### src/rtl/msrv32_load_unit.sv
// msrv32 data-memory load path: word-aligned read request, acknowledge wait with timeout,
// then byte/half/word extraction with sign or zero extension.
//
//   state | meaning
//   IDLE  | no read outstanding, accepting load requests
//   REQ   | word read issued, waiting for acknowledge (pipeline stalled)
//   DONE  | result registered, load_done pulse; may accept the next load directly
module msrv32_load_unit #(
   parameter int TIMEOUT_CYCLES = 15
) (
   input  logic        ms_riscv32_mp_clk_in,
   input  logic        ms_riscv32_mp_rst_in,
   input  logic        load_req_in,
   input  logic [2:0]  func3_in,
   input  logic [31:0] iaddr_in,
   output logic        ms_riscv32_mp_dmrd_req_out,
   output logic [31:0] ms_riscv32_mp_dmrdaddr_out,
   input  logic        ms_riscv32_mp_dmrd_ack_in,
   input  logic [31:0] ms_riscv32_mp_dmdata_in,
   output logic [31:0] lu_output_out,
   output logic        load_done_out,
   output logic        stall_out,
   output logic        misaligned_out,
   output logic        bus_err_out
);

   localparam int CW = (TIMEOUT_CYCLES > 0) ? $clog2(TIMEOUT_CYCLES + 1) : 1;
   localparam logic [CW-1:0] CNT_LAST = (TIMEOUT_CYCLES > 0) ? CW'(TIMEOUT_CYCLES - 1) : '0;
   localparam logic [CW-1:0] CNT_MAX  = '1;

   typedef enum logic [1:0] {IDLE, REQ, DONE} state_t;

   state_t        state;
   logic [2:0]    func3_q;
   logic [1:0]    offs_q;
   logic [31:0]   waddr_q;
   logic [CW-1:0] wait_cnt;
   logic [31:0]   lu_q;
   logic          done_q;
   logic          misal_q;
   logic          berr_q;

   function automatic logic is_aligned(input logic [2:0] f, input logic [1:0] a);
      logic ok;
      case (f)
         3'b000, 3'b100: ok = 1'b1;
         3'b001, 3'b101: ok = ~a[0];
         default:        ok = (a == 2'b00);
      endcase
      return ok;
   endfunction

   function automatic logic [31:0] extract(input logic [2:0] f, input logic [1:0] off,
                                           input logic [31:0] d);
      logic [7:0]  b;
      logic [15:0] h;
      logic [31:0] r;
      case (off)
         2'd0:    b = d[7:0];
         2'd1:    b = d[15:8];
         2'd2:    b = d[23:16];
         default: b = d[31:24];
      endcase
      h = off[1] ? d[31:16] : d[15:0];
      case (f)
         3'b000:  r = {{24{b[7]}}, b};
         3'b100:  r = {24'b0, b};
         3'b001:  r = {{16{h[15]}}, h};
         3'b101:  r = {16'b0, h};
         default: r = d;
      endcase
      return r;
   endfunction

   always_ff @(posedge ms_riscv32_mp_clk_in) begin
      if (ms_riscv32_mp_rst_in) begin
         state    <= IDLE;
         func3_q  <= '0;
         offs_q   <= '0;
         waddr_q  <= '0;
         wait_cnt <= '0;
         lu_q     <= '0;
         done_q   <= 1'b0;
         misal_q  <= 1'b0;
         berr_q   <= 1'b0;
      end else begin
         done_q  <= 1'b0;
         misal_q <= 1'b0;
         berr_q  <= 1'b0;
         case (state)
            REQ: begin
               if (ms_riscv32_mp_dmrd_ack_in) begin
                  lu_q   <= extract(func3_q, offs_q, ms_riscv32_mp_dmdata_in);
                  done_q <= 1'b1;
                  state  <= DONE;
               end else if (TIMEOUT_CYCLES != 0 && wait_cnt == CNT_LAST) begin
                  berr_q <= 1'b1;
                  state  <= IDLE;
               end else if (wait_cnt != CNT_MAX) begin
                  wait_cnt <= wait_cnt + 1'b1;
               end
            end
            default: begin
               // IDLE and DONE share the accept path so back-to-back loads need no bubble
               state <= IDLE;
               if (load_req_in) begin
                  if (is_aligned(func3_in, iaddr_in[1:0])) begin
                     func3_q  <= func3_in;
                     offs_q   <= iaddr_in[1:0];
                     waddr_q  <= {iaddr_in[31:2], 2'b00};
                     wait_cnt <= '0;
                     state    <= REQ;
                  end else begin
                     misal_q <= 1'b1;
                  end
               end
            end
         endcase
      end
   end

   assign ms_riscv32_mp_dmrd_req_out = (state == REQ);
   assign stall_out                  = (state == REQ);
   assign ms_riscv32_mp_dmrdaddr_out = waddr_q;
   assign lu_output_out              = lu_q;
   assign load_done_out              = done_q;
   assign misaligned_out             = misal_q;
   assign bus_err_out                = berr_q;

endmodule

### config.mk
export PLATFORM = sky130hd
export DESIGN_NAME = msrv32_load_unit
export DESIGN_NICKNAME = d
export VERILOG_FILES = /design/src/rtl/msrv32_load_unit.sv
export SDC_FILE = /design/constraint.sdc
export NUM_CORES = 1
export LEC_CHECK = 0
export BUFFER_PORTS_ARGS = -buffer_cell sky130_fd_sc_hd__buf_2
export CAP_MARGIN = 20
export CORE_MARGIN = 2
export CORE_UTILIZATION = 51
export CTS_CLUSTER_SIZE = 8
export DETAILED_ROUTE_END_ITERATION = 8
export PLACE_DENSITY = 0.85
export SETUP_SLACK_MARGIN = 0.3
export SLEW_MARGIN = 20
export SYNTH_ARGS = -nofsm -noshare
export SYNTH_HDL_FRONTEND = slang
export SYNTH_SLANG_ARGS = --single-unit
### constraint.sdc
create_clock -name ms_riscv32_mp_clk_in -period 2.8 [get_ports ms_riscv32_mp_clk_in]
set_input_delay 0.14 -clock ms_riscv32_mp_clk_in [delete_from_list [all_inputs] [get_ports ms_riscv32_mp_clk_in]]
set_output_delay 0.14 -clock ms_riscv32_mp_clk_in [all_outputs]
set_load 0.02 [all_outputs]
==> results of run 1 <==
[metrics by stage]
step	cell area, sq um	util, %	hold slack, ns
2_1_floorplan	3320	-	0.218
3_3_place_gp	4010	63.4	0.377
3_5_place_dp	4010	63.4	0.378
4_1_cts	4170	66.0	0.0159
5_1_grt	4170	66.0	0.00622
6_report	4170	66.0	0.0220
[cell families (layout without fill, tap and decap cells)]
kind of cell	Yosys count	after routing	synth area share (%)
simple gates	173	173	23.2
flops	76	76	45.9
buf+inv	38	163	5.17
fa+ha+maj	2	2	0.755
mux	11	11	3.62
xor+xnor	2	2	0.529
other cells	1	2	0.113
compound gates	108	108	20.7
[worst max path at each step]
stage	slack [ns]	startpoint	cells after the start	to
3_3_place_gp	0.93	offs_q[1]$_SDFFE_PP0P_	4	lu_output_out[30]$_SDFFE_PP0P_
6_report	0.83	offs_q[1]$_SDFFE_PP0P_	4	lu_output_out[24]$_SDFFE_PP0P_
5_1_grt	0.63	offs_q[1]$_SDFFE_PP0P_	4	lu_output_out[20]$_SDFFE_PP0P_
4_1_cts	0.84	offs_q[1]$_SDFFE_PP0P_	4	lu_output_out[26]$_SDFFE_PP0P_
3_5_place_dp	0.86	offs_q[1]$_SDFFE_PP0P_	4	lu_output_out[26]$_SDFFE_PP0P_
2_1_floorplan	1.35	wait_cnt[0]$_SDFFE_PP0P_	6	wait_cnt[1]$_SDFFE_PP0P_
[layout by cell type (no fill, tap or decap), types with 2 or more instances in the layout]
master     Yosys  final
nor2b_1        5      5
mux2i_1        3      3
buf_2         11    137
nand3b_1       7      7
clkinv_2       0      2
nor4bb_1       3      3
inv_1          3      3
nor2_1        29     29
nand2b_1       2      2
a2bb2oi_1      3      3
nor3_1         2      2
conb_1         1      2
clkbuf_1      15      4
nand3_1       10     10
dfxtp_1       76     76
ha_1           2      2
xor2_1         2      2
o21ai_0       13     13
mux2_2         8      8
and2_1         4      4
nand2_1      103    103
a211oi_1      32     32
clkbuf_8       0     10
a31o_2         4      4
buf_4          4      6
a21oi_1       49     49
[synth_stat cells (all sizes together), types with 2 or more instances]
cell type / count
a211oi: 33
a21oi: 50
a2bb2oi: 3
a31o: 4
and2: 4
buf: 20
clkbuf: 15
dfxtp: 76
ha: 2
inv: 3
mux2: 8
mux2i: 3
nand2: 103
nand2b: 2
nand3: 10
nand3b: 7
nor2: 29
nor2b: 5
nor3: 2
nor4bb: 3
o21ai: 13
xor2: 2
[worst max-delay path, stage by stage (launching register included)]
cell	delay, ns
dfxtp_1	0.60
mux2i_1	0.32
mux2i_1	0.15
a21oi_2	0.57
a211oi_1	0.17
[area by class of cell]
type	instances	area (sq um)
repair buffers	144	751
multi-input cells	298	1630
inverters	3	11.3
clock buffers	14	153
well taps	77	96.3
fillers	549	2150
flip-flops and latches	76	1520
clock inverters	2	10.0
[layer usage]
layer  routed length, microns  up-vias  global-route usage [%]
li1                         -     1645                       -
met1                     3640     1489                    28.7
met2                     4000      134                    38.5
met3                      858       12                    9.05
met4                      106        0                    7.65
met5                        0        -                       0
[registers in the layout, indices dropped and copies added, names as in the netlist]
name,count
bus_err_out,1
func3_q,3
load_done_out,1
lu_output_out,32
misaligned_out,1
ms_riscv32_mp_dmrdaddr_out,30
offs_q,2
state,2
wait_cnt,4
[power groups by stage]
stage,Sequential [mW],Combinational [mW],Clock [mW]
after CTS,1.16,0.368,0.739
final,1.16,0.367,0.726
after global placement,1.18,0.361,0
after floorplan,1.23,0.180,0
after global routing,1.17,0.404,0.786
after detailed placement,1.19,0.367,0
==> flow_metrics.tcl, run 1 <==
set metrics [dict create \
    hpwl_mm 6.21 \
    finalCriticalPeriod_ns 1.97 \
    swShare_pct 28.2 \
    cts_buffer_depth 2 \
    vias 3280 \
    h-tree-depth 3 \
    layout-drive-gt1-share_pct 32.0 \
    p_sw_mw 0.635 \
    avgRoutedWirePerCell_microns 14.0 \
    synthTopCellsByArea "dfxtp_1, nand2_1, a21oi_1, a211oi_1, nor2_1" \
    setup_tns_ns 0 \
    rrSetupSlack_ns 0.83 \
    io_pins 140 \
    drc 0 \
    path_max_fanout 16 \
    reg2reg_from "offs_q[1]$_SDFFE_PP0P_" \
    drv_cap 0 \
    status "complete, no violations" \
    setup_slack_ns 0.832 \
    r2r_cells 4 \
    cts_buffers 9 \
    fp.dieH_microns 84.6 \
    leakagePower_nw 1.79 \
    fin_cells 614 \
    area_delta_synth_final_pct 25.7 \
    clock-root-buffer "clkbuf_8" \
    cts_tree "done" \
    finalSetupViolCount 0 \
    ys_async_sr_fraction_pct 0 \
    gp_congestion 0.976 \
    combPwrFrac_pct 16.3 \
    synth_area_sq_mm 0.00331 \
    rsz0062_at_grt "false" \
    hold_viol_final 0 \
    yosysWarnings 0 \
    syn_avg_cell_area_sq_um 8.06 \
    finalCritPeriodShare_pct 70.3 \
    firstDrtPassIters 4 \
    clkLatencyLatePin_ns 0.34 \
    grt_start_max_net_pins 45 \
    cp.arrival_ns 2.15 \
    drtIter0Drc 204 \
    start_util_pct 52.5 \
    antenna_found_initial 0 \
    ys_types 40 \
    nets 605 \
    worstMarginPinSlew_ns 0.808 \
    die_area_sq_mm 0.00716 \
    die_x_microns 84.6 \
    grt_use_total_pct 23.6 \
    total_power_mw 2.25 \
    hold_start "ms_riscv32_mp_dmrd_ack_in" \
    dp_cells 598 \
    slew_headroom_pct 46.2 \
    num_antenna_cells 0 \
    hold_buffers 0 \
    cts_sinks 76 \
    hold_class "input port to register" \
    clkSlewWorstSetupHoldPaths_ns 0.07 \
    netlist.area_leader.share_pct 45.9 \
    timing.rr.end "lu_output_out[24]$_SDFFE_PP0P_" \
    rows 29 \
    portBuffers 137 \
    grt_overflow 0 \
    wirelength_mm 8.61 \
    power_density_mw_per_mm2 541 \
    clockPowerShare_pct 32.2 \
    synthFlopType "dfxtp_1" \
    p_int_mw 1.62 \
    cp-start-kind "register" \
    cts_resized 0 \
    core_area_sq_mm 0.00631 \
    power_frac_seq_pct 51.5 \
    fin_worst_skew_ns 0.00902 \
    ys_seq_area_share_pct 45.9 \
    grt_pass1_vias 2973 \
    whs_endpoint "bus_err_out$_SDFF_PP0_" \
    ys_ff_latch 76 \
    synth_edf_count 0 \
    worstPathRequired_ns 2.98 \
    crit_type "register to register" \
    clock.fmax_mhz 508 \
    crit_path_end_kind "register" \
    drv_slew 0 \
    grt_pass1_wl_mm 13.6 \
    yosysTopAreaCell "dfxtp_1" \
    cts_setup_buffers 0 \
    dpl_worst_slack_ns 0.863 \
    worstHoldPathCells 2 \
    routed_via_density 5.34 \
    syn_inst 411 \
    ir_drop_mv 0.354 \
    ant_nets 0 \
]
(Power assumes the default switching activity.)
==> inputs of run 2 (changes only) <==
CORE_UTILIZATION = 48   (was 51)
PLACE_DENSITY = 0.8   (was 0.85)
clock period = 2 ns   (was 2.8 ns; I/O delays follow)
==> flow_metrics.tcl, run 2 (synthesized netlist as in run 1, its figures left out) <==
set metrics [dict create \
    status "complete, no violations" \
    drtIter0Drc 241 \
    drv_cap 0 \
    start_util_pct 49.3 \
    clock-root-buffer "clkbuf_8" \
    finalCriticalPeriod_ns 1.62 \
    finalCritPeriodShare_pct 80.9 \
    cts_sinks 76 \
    worstMarginPinSlew_ns 0.507 \
    ant_nets 0 \
    rsz0062_at_grt "false" \
    num_antenna_cells 0 \
    fp.dieH_microns 87.1 \
    path_max_fanout 16 \
    drc 0 \
    gp_congestion 0.907 \
    nets 647 \
    hold_viol_final 0 \
    layout_common_cells "buf_2, nand2_1, dfxtp_1" \
    multi_input_area_sq_mm 0.00164 \
    fillCellCount 555 \
    avgRoutedWirePerCell_microns 14.9 \
    worstPathRequired_ns 2.21 \
    r2r_cells 4 \
    cp-start-kind "register" \
    crit_type "register to register" \
    rows 30 \
    grt_start_max_net_pins 40 \
    layout-drive-gt1-share_pct 32.0 \
    final-seq-area_sq_mm 0.00152 \
    final_common_cell "buf_2" \
    grt_use_total_pct 25.9 \
    setup_tns_ns 0 \
    grt_pass1_wl_mm 15.4 \
    clock.fmax_mhz 618 \
    firstDrtPassIters 4 \
    slew_headroom_pct 66.2 \
    cts_buffers 9 \
    finalSetupViolCount 0 \
    core_area_sq_mm 0.00672 \
    whs_endpoint "lu_output_out[20]$_SDFFE_PP0P_" \
    timing.rr.end "lu_output_out[29]$_SDFFE_PP0P_" \
    wirelength_mm 9.81 \
    hpwl_mm 6.57 \
    rrSetupSlack_ns 0.38 \
    hold_start "ms_riscv32_mp_dmdata_in[20]" \
    grt_pass1_vias 3306 \
    clkLatencyLatePin_ns 0.35 \
    h-tree-depth 3 \
    antenna_found_initial 0 \
    crit_path_end_kind "register" \
    setup_slack_ns 0.383 \
    routed_via_density 5.32 \
    placed_area_sq_mm 0.00407 \
    cp.arrival_ns 1.83 \
    drv_slew 0 \
    clkSlewWorstSetupHoldPaths_ns 0.08 \
    portBuffers 137 \
    io_pins 140 \
    die_x_microns 87.1 \
    area_delta_synth_final_pct 39.9 \
    cts_tree "done" \
    leakagePower_nw 1.99 \
    largest_reg_flops 32 \
    hold_class "input port to register" \
    dpl_worst_slack_ns 0.207 \
    grt_overflow 0 \
    final_cell_area_sq_mm 0.00464 \
    vias 3508 \
    ir_drop_mv 0.452 \
    fin_worst_skew_ns 0.00654 \
    worstHoldPathCells 3 \
    power_density_mw_per_mm2 732 \
    cts_buffer_depth 2 \
    reg2reg_from "offs_q[1]$_SDFFE_PP0P_" \
    die_area_sq_mm 0.00759 \
]
-- run 2: metrics by stage --
step	std cells	hold WS (ns)	utilization (%)	power, mW
3_5_place_dp	607	0.332	60.5	2.19
6_report	659	0.0157	69.0	3.39
3_3_place_gp	607	0.337	60.5	2.17
2_1_floorplan	412	0.178	-	1.98
5_1_grt	659	0.0157	69.0	3.55
4_1_cts	658	0.00300	68.8	3.41
-- run 2: critical path, stage by stage, from the launching register on --
cell	delay [ns]
dfxtp_1	0.44
mux2i_1	0.30
mux2i_1	0.16
a21oi_4	0.43
a211oi_1	0.15
-- run 2: per-layer routing --
metal / share of wire (%) / track usage, % / vias to the layer above / wire length [microns]
met1: 40 / 30.5 / 1592 / 3950
met5: 0 / 0 / - / 0
met2: 48 / 43.4 / 159 / 4750
met4: 2.3 / 11.5 / 0 / 223
met3: 9.1 / 7.77 / 23 / 892
li1: - / - / 1734 / -
-- run 2: final cells by class --
cell class              count  share of cell area [%]
flip-flops and latches     76                    32.8
clock buffers              10                    2.97
repair buffers            186                    25.2
well taps                  80                    2.16
inverters                   3                   0.243
clock inverters             6                    1.38
multi-input cells         298                    35.3
-- run 2: what timing repair did --
item,CTS,global route
pin swaps,0,2
endpoints found under the hold margin,35,0
gates resized for setup,1,2
buffers inserted,0,1
endpoints found under the setup margin,16,19
hold buffers,35,0
-- run 2: worst max-delay path by stage --
stage,start,endpoint,slack (ns)
3_3_place_gp,offs_q[1]$_SDFFE_PP0P_,lu_output_out[30]$_SDFFE_PP0P_,0.30
2_1_floorplan,wait_cnt[0]$_SDFFE_PP0P_,wait_cnt[1]$_SDFFE_PP0P_,0.55
6_report,offs_q[1]$_SDFFE_PP0P_,lu_output_out[29]$_SDFFE_PP0P_,0.38
3_5_place_dp,offs_q[1]$_SDFFE_PP0P_,lu_output_out[29]$_SDFFE_PP0P_,0.21
4_1_cts,offs_q[0]$_SDFFE_PP0P_,lu_output_out[6]$_SDFFE_PP0P_,0.37
5_1_grt,offs_q[1]$_SDFFE_PP0P_,lu_output_out[29]$_SDFFE_PP0P_,0.30
-- run 2: where the power goes --
part / internal, mW / leakage, nW / switching (mW)
clock: 0.607 / 0.0983 / 0.566
combinational: 0.257 / 1.27 / 0.342
sequential: 1.58 / 0.619 / 0.0395
total: 2.45 / 1.99 / 0.947
